===== config.mk =====
export PLATFORM = sky130hd
export DESIGN_NAME = lcv_mul_acc_arb_flat
export DESIGN_NICKNAME = d
export VERILOG_FILES = /design/src/rtl/lcv_mul_acc_arb_pkg.sv /design/src/rtl/lcv_mul_acc_arb_if.sv /design/src/rtl/lcv_mul_acc_arb_mac_stage.sv /design/src/rtl/lcv_mul_acc_arb.sv /design/src/flat_wrapper.sv
export SDC_FILE = /design/constraint.sdc
export NUM_CORES = 1
export LEC_CHECK = 0
export BUFFER_PORTS_ARGS = -buffer_cell sky130_fd_sc_hd__buf_4
export CAP_MARGIN = 0
export CELL_PAD_IN_SITES_DETAIL_PLACEMENT = 1
export CELL_PAD_IN_SITES_GLOBAL_PLACEMENT = 2
export CORE_ASPECT_RATIO = 2
export CORE_UTILIZATION = 27
export CTS_BUF_LIST = sky130_fd_sc_hd__clkbuf_16
export CTS_CLUSTER_SIZE = 28
export DETAILED_ROUTE_END_ITERATION = 16
export PLACE_DENSITY_LB_ADDON = 0.1
export SETUP_SLACK_MARGIN = 0.1
export SLEW_MARGIN = 10
export SYNTH_ARGS = -nofsm -noshare
export SYNTH_HDL_FRONTEND = slang
export SYNTH_SLANG_ARGS = --single-unit

===== constraint.sdc =====
create_clock -name clk -period 9.4 [get_ports clk]
set_clock_uncertainty 0.1 [all_clocks]
set_input_delay 1.88 -clock clk [delete_from_list [all_inputs] [get_ports clk]]
set_output_delay 1.88 -clock clk [all_outputs]
set_load 0.03 [all_outputs]

===== src/rtl/lcv_mul_acc_arb_pkg.sv =====
// Shared widths and the result record for the round-robin multiply-accumulate arbiter.
package lcv_mul_acc_pkg;

  localparam int LCV_MAC_OPND_W   = 16;
  localparam int LCV_MAC_ACC_W    = 33;
  localparam int LCV_MAC_PROD_W   = 36;
  // Widest requester ID needed for the largest legal NUM_REQ (8).
  localparam int LCV_MAC_ID_MAX_W = 3;

  typedef struct packed {
    logic [LCV_MAC_ACC_W-1:0]    data;
    logic [LCV_MAC_ID_MAX_W-1:0] id;
  } lcv_mac_res_t;

endpackage


===== src/rtl/lcv_mul_acc_arb_if.sv =====
// Requester and result bus between the requesters/consumer (master) and the arbiter (slave).
interface lcv_mul_acc_if
  import lcv_mul_acc_pkg::*;
#(
  parameter int NUM_REQ = 4,
  parameter int ID_W    = 2
) ();

  logic [NUM_REQ-1:0]                req_valid;
  logic [NUM_REQ-1:0]                req_ready;
  logic [NUM_REQ*LCV_MAC_OPND_W-1:0] req_a;
  logic [NUM_REQ*LCV_MAC_OPND_W-1:0] req_b;
  logic [NUM_REQ*LCV_MAC_ACC_W-1:0]  req_c;
  logic [NUM_REQ*LCV_MAC_ACC_W-1:0]  req_d;
  logic [NUM_REQ*LCV_MAC_ACC_W-1:0]  req_e;
  logic                              res_valid;
  logic                              res_ready;
  logic [LCV_MAC_ACC_W-1:0]          res_data;
  logic [ID_W-1:0]                   res_id;

  modport master (
    output req_valid, req_a, req_b, req_c, req_d, req_e, res_ready,
    input  req_ready, res_valid, res_data, res_id
  );

  modport slave (
    input  req_valid, req_a, req_b, req_c, req_d, req_e, res_ready,
    output req_ready, res_valid, res_data, res_id
  );

endinterface


===== src/rtl/lcv_mul_acc_arb_mac_stage.sv =====
// Registered a*b+c+d+e with clock enable; the sum is formed at 36 bits and wrapped to 33.
(* use_dsp = "yes" *)
module lcv_mac_stage
  import lcv_mul_acc_pkg::*;
(
  input  logic                             clk,
  input  logic                             rst,
  input  logic                             en,
  input  logic signed [LCV_MAC_OPND_W-1:0] a,
  input  logic signed [LCV_MAC_OPND_W-1:0] b,
  input  logic signed [LCV_MAC_ACC_W-1:0]  c,
  input  logic signed [LCV_MAC_ACC_W-1:0]  d,
  input  logic signed [LCV_MAC_ACC_W-1:0]  e,
  output logic signed [LCV_MAC_ACC_W-1:0]  q
);

  logic signed [LCV_MAC_PROD_W-1:0] sum;

  always_comb begin
    sum = LCV_MAC_PROD_W'(a) * LCV_MAC_PROD_W'(b)
        + LCV_MAC_PROD_W'(c) + LCV_MAC_PROD_W'(d) + LCV_MAC_PROD_W'(e);
  end

  always_ff @(posedge clk) begin
    if (!rst) begin
      q <= '0;
    end else if (en) begin
      q <= sum[LCV_MAC_ACC_W-1:0];
    end
  end

endmodule


===== src/rtl/lcv_mul_acc_arb.sv =====
// Round-robin arbiter sharing one registered multiply-accumulate stage among NUM_REQ requesters.
module lcv_mul_acc_arb
  import lcv_mul_acc_pkg::*;
#(
  parameter int NUM_REQ = 4,
  parameter int ID_W    = 2
) (
  input logic           clk,
  input logic           rst,
  lcv_mul_acc_if.slave  bus
);

  logic [ID_W-1:0]                  ptr;
  logic [ID_W-1:0]                  ptr_next;
  logic [ID_W-1:0]                  grant_idx;
  logic [ID_W-1:0]                  res_id_q;
  logic [ID_W:0]                    cand_w;
  logic [ID_W:0]                    inc_w;
  logic                             grant_any;
  logic                             grant;
  logic                             res_valid_q;
  logic signed [LCV_MAC_OPND_W-1:0] sel_a;
  logic signed [LCV_MAC_OPND_W-1:0] sel_b;
  logic signed [LCV_MAC_ACC_W-1:0]  sel_c;
  logic signed [LCV_MAC_ACC_W-1:0]  sel_d;
  logic signed [LCV_MAC_ACC_W-1:0]  sel_e;
  logic signed [LCV_MAC_ACC_W-1:0]  mac_q;
  lcv_mac_res_t                     res_out;

  // Search starts at ptr and wraps; the first valid requester found wins.
  always_comb begin
    grant_any = 1'b0;
    grant_idx = '0;
    cand_w    = '0;
    for (int k = 0; k < NUM_REQ; k++) begin
      cand_w = {1'b0, ptr} + (ID_W+1)'(k);
      if (cand_w >= (ID_W+1)'(NUM_REQ)) begin
        cand_w = cand_w - (ID_W+1)'(NUM_REQ);
      end
      if (!grant_any && bus.req_valid[cand_w[ID_W-1:0]]) begin
        grant_any = 1'b1;
        grant_idx = cand_w[ID_W-1:0];
      end
    end
  end

  always_comb begin
    inc_w = {1'b0, grant_idx} + (ID_W+1)'(1);
    if (inc_w >= (ID_W+1)'(NUM_REQ)) begin
      inc_w = '0;
    end
    ptr_next = inc_w[ID_W-1:0];
  end

  // A grant needs the output register to be empty or draining this cycle.
  assign grant         = rst && grant_any && (!res_valid_q || bus.res_ready);
  assign bus.req_ready = grant ? (NUM_REQ'(1) << grant_idx) : '0;

  always_comb begin
    sel_a = bus.req_a[LCV_MAC_OPND_W-1:0];
    sel_b = bus.req_b[LCV_MAC_OPND_W-1:0];
    sel_c = bus.req_c[LCV_MAC_ACC_W-1:0];
    sel_d = bus.req_d[LCV_MAC_ACC_W-1:0];
    sel_e = bus.req_e[LCV_MAC_ACC_W-1:0];
    for (int i = 1; i < NUM_REQ; i++) begin
      if (grant_idx == ID_W'(i)) begin
        sel_a = bus.req_a[i*LCV_MAC_OPND_W +: LCV_MAC_OPND_W];
        sel_b = bus.req_b[i*LCV_MAC_OPND_W +: LCV_MAC_OPND_W];
        sel_c = bus.req_c[i*LCV_MAC_ACC_W +: LCV_MAC_ACC_W];
        sel_d = bus.req_d[i*LCV_MAC_ACC_W +: LCV_MAC_ACC_W];
        sel_e = bus.req_e[i*LCV_MAC_ACC_W +: LCV_MAC_ACC_W];
      end
    end
  end

  always_ff @(posedge clk) begin
    if (!rst) begin
      ptr         <= '0;
      res_valid_q <= 1'b0;
      res_id_q    <= '0;
    end else if (grant) begin
      ptr         <= ptr_next;
      res_valid_q <= 1'b1;
      res_id_q    <= grant_idx;
    end else if (bus.res_ready) begin
      res_valid_q <= 1'b0;
    end
  end

  lcv_mac_stage u_mac (
    .clk (clk),
    .rst (rst),
    .en  (grant),
    .a   (sel_a),
    .b   (sel_b),
    .c   (sel_c),
    .d   (sel_d),
    .e   (sel_e),
    .q   (mac_q)
  );

  always_comb begin
    res_out.data = mac_q;
    res_out.id   = LCV_MAC_ID_MAX_W'(res_id_q);
  end

  assign bus.res_valid = res_valid_q;
  assign bus.res_data  = res_out.data;
  assign bus.res_id    = res_out.id[ID_W-1:0];

endmodule

===== src/flat_wrapper.sv =====
// flat-port wrapper written by rule: the top's interface ports become plain ports
module lcv_mul_acc_arb_flat import lcv_mul_acc_pkg::*;
#(
  parameter int NUM_REQ = 4,
  parameter int ID_W    = 2
)
  (clk, rst, bus_req_valid, bus_req_a, bus_req_b, bus_req_c, bus_req_d, bus_req_e, bus_res_ready, bus_req_ready, bus_res_valid, bus_res_data, bus_res_id);
  lcv_mul_acc_if #(.NUM_REQ(NUM_REQ), .ID_W(ID_W)) bus_i ();
  input logic clk;
  input logic rst;
  input wire logic [$bits(bus_i.req_valid)-1:0] bus_req_valid;
  input wire logic [$bits(bus_i.req_a)-1:0] bus_req_a;
  input wire logic [$bits(bus_i.req_b)-1:0] bus_req_b;
  input wire logic [$bits(bus_i.req_c)-1:0] bus_req_c;
  input wire logic [$bits(bus_i.req_d)-1:0] bus_req_d;
  input wire logic [$bits(bus_i.req_e)-1:0] bus_req_e;
  input wire logic [$bits(bus_i.res_ready)-1:0] bus_res_ready;
  output wire logic [$bits(bus_i.req_ready)-1:0] bus_req_ready;
  output wire logic [$bits(bus_i.res_valid)-1:0] bus_res_valid;
  output wire logic [$bits(bus_i.res_data)-1:0] bus_res_data;
  output wire logic [$bits(bus_i.res_id)-1:0] bus_res_id;
  assign bus_i.req_valid = bus_req_valid;
  assign bus_i.req_a = bus_req_a;
  assign bus_i.req_b = bus_req_b;
  assign bus_i.req_c = bus_req_c;
  assign bus_i.req_d = bus_req_d;
  assign bus_i.req_e = bus_req_e;
  assign bus_i.res_ready = bus_res_ready;
  assign bus_req_ready = bus_i.req_ready;
  assign bus_res_valid = bus_i.res_valid;
  assign bus_res_data = bus_i.res_data;
  assign bus_res_id = bus_i.res_id;
  lcv_mul_acc_arb #(.NUM_REQ(NUM_REQ), .ID_W(ID_W)) u_core (.clk(clk), .rst(rst), .bus(bus_i));
endmodule

==> summary.txt <==
Setup path
  – Worst path required time: 9500 ps
  – Worst-path cell with the longest stage delay: fa_1
  – CP bufs+invs: 11
  – Arrival time at the worst endpoint: 9790 ps
  – Critical Path Fanout Max: 5
  – Worst setup SP type: input port
  – Most common cell on crit path: fa_1
  – Crit. End Element: flip-flop
  – Crit-path max cell delay: 550 ps
  – Critical path class: input port to flip-flop
  – Kind of cell adding the most delay to the critical path: adder cells

Synthesis
  – Synth Cell Area: 17860 µm²
  – Main synth FF type: dfxtp_1
  – Yosys reg bits: 38
  – Cell taking the most area after synthesis: fa_1
  – Top cells by area, synth: fa_1 (41%), inv_1 (7.9%), ha_1 (7.1%), mux2i_1 (6.4%), nor2_1 (6.0%)
  – Synth async-reset ratio: 0%
  – Synth unique cells: 59
  – Seq/Total Area, Yosys: 4.260%
  – Syn Area/Cell: 8.073 µm²
  – Share of the synthesized area in the top cell type: 40.58%
  – Yosys warnings: 0
  – Syn nets: 3207
  – Post-synth EDFFs: 0
  – Cells after synthesis: 2212

Timing
  – Period utilisation layout: 103.1%
  – Final setup violation count: 16
  – F_max: 103.2 MHz
  – Worst slew margin: 48.63%
  – Post-route minimum period: 9688 ps
  – RSZ-0062 raised after global routing: yes
  – Final WS setup: -288.2 ps
  – Final max-slew violation count: 0
  – Worst slew pin tran: 762.4 ps
  – Endpoints failing hold: 0

Place
  – IO Port Bufs: 570
  – Post-DP Area: 26180 µm²
  – Routability cong.: 0.9309
  – HPWL after DPL: 90170 µm

Final layout
  – Fillers: 7849
  – Nets: 4122
  – Multi-input logic area: 16580 µm²
  – Area delta synth->final: 60.57%
  – Post-route cell area: 28680 µm²
  – Most common cell after layout, fill and taps aside: buf_4
  – Layout cell share with drive strength beyond 1: 41.54%
  – Reg area: 760.7 µm²
  – Highest-count cells in the layout ignoring fill and taps: buf_4 (929), inv_1 (351), fa_1 (336)

Route
  – Vias: 19220
  – Initial drt markers: 595
  – Routed Antenna Nets: 0
  – Wire length per cell: 25.65 µm
  – Total Wirelength: 102800 µm
  – DR vias/cell: 4.798
  – Drt pass-1 iters: 4
  – Residual DRC: 0

Global route
  – Vias in the first global route: 22170
  – Pin count of the biggest net entering global routing: 67
  – Total GRT Usage: 29.92%
  – Total grt overflow: 0
  – First-pass GRT wire length: 144300 µm
  – Antenna violations before repair: 2

Die
  – Die width: 183.9 µm
  – Die Y: 365.7 µm
  – Row Count: 133
  – Die area: 67240 µm²
  – I/O pin count: 571
  – Starting Density: 27.24%
  – Core area: 65570 µm²

Clocking
  – CTS tree: yes
  – Max clock buf depth: 2
  – Clock root buffer: clkbuf_16
  – Clk slew on worst S/H paths: 60 ps
  – Worst-Skew Late Latency: 290 ps
  – CTS buffer count: 5
  – CTS H-tree depth: 2
  – CTS Sinks: 38

Run
  – # Max-Cap Violations: 0

Outcome
  – Status: finished, violations left
  – Violated checks: setup timing

Worst hold path
  – Worst Hold Class: flip-flop to flip-flop
## layer usage
metal	track usage [%]	up-vias	part of all wire (%)
met2	61.83	598	58
li1	-	8807	-
met1	28.97	9675	32
met5	0	-	0
met4	12.10	0	5.8
met3	2.952	141	3.6
## synthesized netlist by cell type (3+ instances only)
cell and n:
a41oi_1 3, xnor2_1 24, buf_1 14, nor2b_1 45, a21oi_1 204, or2_2 11, nand2_1 228, or3_1 8
inv_1 375, and2_1 11, nand2b_1 21, o21bai_1 4, o21ai_0 71, o21ai_1 4, clkbuf_1 84, ha_1 102
a211oi_1 29, and3_1 10, buf_2 22, nand3_1 18, o31ai_1 23, xor2_1 6, a211o_1 3, a31oi_1 6
a21o_1 13, o211ai_1 5, dfxtp_1 38, o21a_1 6, mux2i_1 115, fa_1 362, o31a_1 18, nand4_1 3
nor2_1 286, nand3b_1 6, nor3_1 3, nor3b_1 4
## metrics by stage
stage	hold WS, ps	TNS (ps)	worst slack, ps	std cells	util, %
2_1_floorplan	387.1	0	94.88	2212	-
3_3_place_gp	344.4	-14410	-796.6	3905	39.93
3_5_place_dp	357.5	-16820	-916.0	3905	39.93
4_1_cts	370.4	-1543	-225.4	3962	42.33
5_1_grt	390.3	-7589	-585.0	4006	43.74
6_report	367.4	-2517	-288.2	4006	43.74
## cells by family (layout without fill, tap and decap cells)
kind of cell | count (synthesis) | count (layout) | share of synthesized area, %
xor+xnor | 30 | 30 | 1.471
mux | 115 | 115 | 6.446
simple gates | 660 | 660 | 15.90
other cells | 0 | 2 | 0
compound gates | 408 | 408 | 13.58
flops | 38 | 38 | 4.260
buf+inv | 497 | 1412 | 10.62
fa+ha+maj | 464 | 464 | 47.73
## worst min-delay path, cell delays in order (launching register included)
cell and delay (ps):
dfxtp_1 310, nand2_1 50, a21oi_1 60
## worst paths after layout
kind / cells past startpoint / start / endpoint / slack (ps)
setup / recovery: 37 / bus_req_valid[0] / u_core.u_mac.q[28] / -290
setup reg to reg: 35 / u_core.ptr[0] / u_core.u_mac.q[28] / 910
hold / removal: 2 / u_core.bus.res_id[1] / u_core.bus.res_id[1] / 370
hold reg to reg: 2 / u_core.bus.res_id[1] / u_core.bus.res_id[1] / 370
## area by class of cell
cell class | count | share of cell area, %
Clock buffer | 5 | 0.4363
Tap cell | 877 | 3.827
Timing Repair Buffer | 1029 | 30.15
Inverter | 376 | 4.974
Sequential cell | 38 | 2.653
Multi-Input combinational cell | 1677 | 57.83
Antenna cell | 2 | 0.01745
Clock inverter | 2 | 0.1178
## what timing repair did
action / in CTS / in global routing
buffers inserted: 46 / 40
setup endpoints to repair: 24 / 23
hold buffers: 0 / 0
gates cloned: 4 / 5
resized for setup: 208 / 129
pin swaps: 84 / 67
## flip-flops by register name, indices dropped and copies added, names as in the netlist
name,count
u_core.u_mac.q,33
u_core.bus.res_id,2
u_core.ptr,2
u_core.bus.res_valid,1
Power is not shown: default switching activity piles up to over one toggle a cycle in this logic, so the estimate is an artifact.
